`config.mk`:
```
export PLATFORM = sky130hd
export DESIGN_NAME = noc_input_port
export DESIGN_NICKNAME = d
export VERILOG_FILES = /design/src/rtl/noc_pkg.sv /design/src/rtl/noc_fifo.sv /design/src/rtl/noc_input_port.sv
export SDC_FILE = /design/constraint.sdc
export NUM_CORES = 1
export LEC_CHECK = 0
export CORE_UTILIZATION = 35
export CTS_CLUSTER_SIZE = 24
export DETAILED_ROUTE_END_ITERATION = 8
export GPL_TIMING_DRIVEN = 0
export SKIP_LAST_GASP = 1
export SYNTH_ARGS = -nofsm -noshare
export SYNTH_HDL_FRONTEND = slang
export SYNTH_SLANG_ARGS = --single-unit
```
`constraint.sdc`:
```
create_clock -name clk -period 7 [get_ports clk]
set_input_delay 1.4 -clock clk [delete_from_list [all_inputs] [get_ports clk]]
set_output_delay 1.4 -clock clk [all_outputs]
set_load 0.02 [all_outputs]
```
`src/rtl/noc_pkg.sv`:
```
// Shared NoC definitions: flit layout, port indices and the XY routing function.
// Used by the input port and the switch allocator.
package noc_pkg;

   localparam int FLIT_W    = 16;
   localparam int DEST_X_HI = 15;
   localparam int DEST_X_LO = 12;
   localparam int DEST_Y_HI = 11;
   localparam int DEST_Y_LO = 8;
   localparam int NUM_PORTS = 5;

   typedef enum logic [2:0] {
      PORT_N = 3'd0,
      PORT_S = 3'd1,
      PORT_E = 3'd2,
      PORT_W = 3'd3,
      PORT_L = 3'd4
   } port_e;

   // Dimension-ordered routing: resolve X first, then Y, else eject locally.
   function automatic logic [NUM_PORTS-1:0] xy_route(
      input logic [3:0] dest_x,
      input logic [3:0] dest_y,
      input logic [3:0] cur_x,
      input logic [3:0] cur_y
   );
      logic [NUM_PORTS-1:0] r;
      r = '0;
      if (dest_x > cur_x)
         r[PORT_E] = 1'b1;
      else if (dest_x < cur_x)
         r[PORT_W] = 1'b1;
      else if (dest_y > cur_y)
         r[PORT_N] = 1'b1;
      else if (dest_y < cur_y)
         r[PORT_S] = 1'b1;
      else
         r[PORT_L] = 1'b1;
      return r;
   endfunction

endpackage : noc_pkg

```
`src/rtl/noc_fifo.sv`:
```
// Synchronous FIFO with a separate occupancy counter; read data is forced to
// zero while empty so downstream never sees stale storage.
module noc_fifo #(
   parameter int WIDTH = 16,
   parameter int DEPTH = 4
) (
   input  logic                     clk,
   input  logic                     rst,
   input  logic                     push,
   input  logic                     pop,
   input  logic [WIDTH-1:0]         data,
   output logic [WIDTH-1:0]         q,
   output logic                     full,
   output logic                     empty,
   output logic [$clog2(DEPTH):0]   count
);

   localparam int PW = $clog2(DEPTH);
   localparam int CW = PW + 1;

   logic [WIDTH-1:0] mem [DEPTH];
   logic [PW-1:0]    rd_ptr;
   logic [PW-1:0]    wr_ptr;
   logic [CW-1:0]    cnt;
   logic             do_push;
   logic             do_pop;

   // Full/empty come from the pre-edge count, so a pop never frees room for a
   // push in the same cycle, and a push into an empty FIFO is never popped.
   assign full    = (cnt == CW'(DEPTH));
   assign empty   = (cnt == '0);
   assign do_push = push && !full;
   assign do_pop  = pop && !empty;

   // NOTE: sequential state uses non-blocking assignments so every flop
   // samples pre-edge values regardless of process ordering.
   always_ff @(posedge clk) begin
      if (rst) begin
         rd_ptr <= '0;
         wr_ptr <= '0;
         cnt    <= '0;
      end else begin
         if (do_push)
            wr_ptr <= wr_ptr + PW'(1);
         if (do_pop)
            rd_ptr <= rd_ptr + PW'(1);
         case ({do_push, do_pop})
            2'b10:   cnt <= cnt + CW'(1);
            2'b01:   cnt <= cnt - CW'(1);
            default: cnt <= cnt;
         endcase
      end
   end

   // NOTE: storage is deliberately not reset; q is masked while empty, so a
   // reset only has to clear pointers and count, keeping the array as plain RAM.
   always_ff @(posedge clk) begin
      if (do_push)
         mem[wr_ptr] <= data;
   end

   assign q     = empty ? '0 : mem[rd_ptr];
   assign count = cnt;

endmodule : noc_fifo

```
`src/rtl/noc_input_port.sv`:
```
// Router input port: flit FIFO plus XY route decode of the head flit.
// Optional saturating drop counter enabled by NOC_INPUT_DROP_CNT_EN.
module noc_input_port
   import noc_pkg::*;
#(
   parameter int         DEPTH    = 4,
   parameter logic [3:0] ROUTER_X = 4'd0,
   parameter logic [3:0] ROUTER_Y = 4'd0
) (
   input  logic                    clk,
   input  logic                    rst,
   input  logic [FLIT_W-1:0]       data_i,
   input  logic                    valid_i,
   output logic                    full_o,
   output logic [FLIT_W-1:0]       q_o,
   output logic                    pop_req_o,
   output logic [NUM_PORTS-1:0]    route_o,
   input  logic                    grant_i,
   output logic [$clog2(DEPTH):0]  count_o
`ifdef NOC_INPUT_DROP_CNT_EN
   ,
   output logic [7:0]              drop_cnt_o
`endif
);

   logic [FLIT_W-1:0] head;
   logic              full;
   logic              empty;

   noc_fifo #(
      .WIDTH (FLIT_W),
      .DEPTH (DEPTH)
   ) u_fifo (
      .clk   (clk),
      .rst   (rst),
      .push  (valid_i),
      .pop   (grant_i),
      .data  (data_i),
      .q     (head),
      .full  (full),
      .empty (empty),
      .count (count_o)
   );

   assign q_o       = head;
   assign full_o    = full;
   assign pop_req_o = !empty;

   // NOTE: every signal written in always_comb gets a default first, so no
   // path leaves it unassigned and no latch is inferred.
   always_comb begin
      route_o = '0;
      if (!empty)
         route_o = xy_route(head[DEST_X_HI:DEST_X_LO], head[DEST_Y_HI:DEST_Y_LO],
                            ROUTER_X, ROUTER_Y);
   end

`ifdef NOC_INPUT_DROP_CNT_EN
   logic [7:0] drop_cnt;

   always_ff @(posedge clk) begin
      if (rst)
         drop_cnt <= '0;
      else if (valid_i && full && (drop_cnt != 8'hFF))
         drop_cnt <= drop_cnt + 8'd1;
   end

   assign drop_cnt_o = drop_cnt;
`endif

endmodule : noc_input_port

```
==> impl_metrics.tcl, run 1 <==
set metrics [dict create \
    cts_root_buf "clkbuf_8" \
    grt_pass1_vias 1562 \
    wirelength_um 5180 \
    fillers 722 \
    core_area_mm2 0.00822 \
    io_buffers 42 \
    dieHeight_um 94.0 \
    worst_setup_path_start_kind "register" \
    grt_usage_pct 13.0 \
    initial_core_util_pct 36.0 \
    drive_gt1_share_pct 16.1 \
    post_drt_wl_per_cell_um 15.7 \
    crit_fanout 10 \
    synthCells 165 \
    vdd_drop_max_uv 124 \
    synthTopCellsByArea "edfxtp_1, mux4_2, dfxtp_1" \
    grt_max_degree 17 \
    cts_resized 0 \
    rows 33 \
    clk_pin_slew_worst_paths_ps 70 \
    die-area_mm2 0.00883 \
    antenna_found_initial 0 \
    end_kind "primary output" \
    finalHoldViolCount 0 \
    ctsLongestPathBuffers 2 \
    yosys.area.top_type "edfxtp_1" \
    ff_latch_area_mm2 0.00210 \
    final_cell_mix "edfxtp_1, clkdlybuf4s50_1, and2_1" \
    post-route-min-period_ps 4510 \
    clkLatencyLatePin_ps 340 \
    fp.dieW_um 94.0 \
    final_nets 245 \
    pin_count 46 \
    clock_sinks 73 \
    rsz0062_at_grt "no" \
    first_pass_iters 4 \
    num_vias 1539 \
    tns_ps 0 \
    max_slew.worst_pin.slew_ps 872 \
    gp_congestion 0.683 \
    ys_ff_latch 73 \
    grt.overflow.total 0 \
    numCtsBuffers 9 \
    syn-mean-instance-area_um2 17.9 \
    final_common_cell "edfxtp_1" \
    multi_input_area_um2 772 \
    relSlewSlack_pct 41.9 \
    ant_nets 0 \
    grt_pass1_wl_um 8090 \
    finalSetupViolations 0 \
    ys_types 28 \
    cts_tree "built" \
    cap_viol_max_count 0 \
    fin_crit_sh_pct 64.4 \
    outcome "completed" \
    antenna_cells 0 \
    timing.fmax_ghz 0.222 \
    min_path_type "reg2reg" \
    hpwl_um 3450 \
    arrival_ps 3110 \
    crit_required_ps 5600 \
    ys_seq_area_share_pct 71.0 \
    htreeDepth 3 \
    syn_to_final_growth_pct 25.8 \
    drc 0 \
    syn_area_mm2 0.00296 \
    hold_buffers 0 \
    drt-initial-drc-count 35 \
    synth_top_area_share_pct 64.9 \
    p_leak_nw 1.27 \
    final_max_slew_viol_count 0 \
    crit_type "reg2out" \
    whs_ps 527 \
    power_density_mw_per_mm2 373 \
    routed_via_density 4.68 \
    post_cts_buffers 0 \
    yosys_warnings 0 \
    fin_skew_ps 6.26 \
]
[worst paths after layout]
check	end	startpoint	depth (start not counted)	slack [ps]
hold reg to reg	register	u_fifo.rd_ptr[0]	2	530
setup reg to reg	u_fifo.count[2]	u_fifo.count[2]	11	4480
setup / recovery	route_o[4]	register	6	2490
hold / removal	register	u_fifo.rd_ptr[0]	2	530
[power by group]
group	leakage, nW	internal (mW)	switching [mW]
clock network	0.113	0.197	0.146
logic	0.496	0.247	0.257
registers	0.661	0.522	0.0196
[synthesized netlist by cell type]
cell      instances
edfxtp_1         64
and2_1           16
mux4_2           13
inv_1            10
dfxtp_1           9
nor2_1            7
ha_1              5
a21oi_1           4
and3_1            4
xor2_1            4
buf_4             3
clkbuf_1          3
mux4_1            3
o21ai_0           3
buf_1             2
nand3_1           2
nor3_1            2
buf_6             1
conb_1            1
fa_1              1
nor3b_2           1
nor4_1            1
o311ai_0          1
o31ai_1           1
or3_1             1
or3b_2            1
or4_1             1
or4_4             1
[cell type report]
type                            count  share of cell area, %
Sequential cell                    73                   56.4
Multi-Input combinational cell     74                   20.7
Inverter                           10                   1.01
Timing Repair Buffer               42                   11.3
Clock buffer                        9                   3.33
Clock inverter                      7                   2.28
Tap cell                          105                   3.53
Buffer                              9                   1.41
[per-layer routing]
metal	up-vias	wire (um)	GRT usage, %
met5	-	0	0
met4	0	85	6.28
met3	6	222	4.21
met2	35	2560	20.6
met1	765	2310	16.1
li1	733	-	-
[stage by stage]
| step | total power, mW | area [um^2] | utilization (%) | setup WS, ps | cells |
|---|---|---|---|---|---|
| after floorplan | 0.857 | 2960 | - | 3650 | 166 |
| after global placement | 1.06 | 3520 | 42.8 | 2790 | 313 |
| after detailed placement | 1.07 | 3520 | 42.8 | 2760 | 313 |
| after CTS | 1.41 | 3720 | 45.3 | 2390 | 329 |
| after global routing | 1.46 | 3720 | 45.3 | 2320 | 329 |
| final | 1.39 | 3720 | 45.3 | 2490 | 329 |
[registers in the layout, indices dropped and copies added (netlist names), named ones only]
name and count:
u_fifo.mem 64, u_fifo.rd_ptr 2, u_fifo.wr_ptr 2, u_fifo.count 3
[worst max-delay path, cell delays in order (launching register included)]
cell and delay, ps:
dfxtp_1 300, clkbuf_1 320, buf_1 570, mux4_2 410, nor4_1 330, nor3b_2 220
clkdlybuf4s50_1 620
[logic make-up (layout without fill, tap and decap cells)]
logic type	after synthesis	after routing	synth area share [%]
and+or+nand+nor	37	37	7.57
adders and majority gates	6	6	2.79
other	1	2	0.127
AOI/OAI and AO/OA	9	9	1.73
muxes	16	16	12.6
DFF	73	73	71.0
buffers and inverters	19	77	3.04
xor gates and xnor gates	4	4	1.18
Power figures use the tool's default switching activity.
==> run 2: changes to the inputs <==
==> constraint.sdc (replaced) <==
create_clock -name clk -period 4.48 [get_ports clk]
set_input_delay 0.896 -clock clk [delete_from_list [all_inputs] [get_ports clk]]
set_output_delay 0.896 -clock clk [all_outputs]
set_load 0.02 [all_outputs]
==> results of run 2 <==
The final DEF is identical to that of run 1. Status: completed.
Main changes from that run: setup slack after placement 2760 ps -> 748 ps; setup slack after layout 2490 ps -> 478 ps; register-to-register setup slack 4480 ps -> 1960 ps; total power 1.39 mW -> 2.17 mW; worst IR drop on VDD 124 uV -> 194 uV
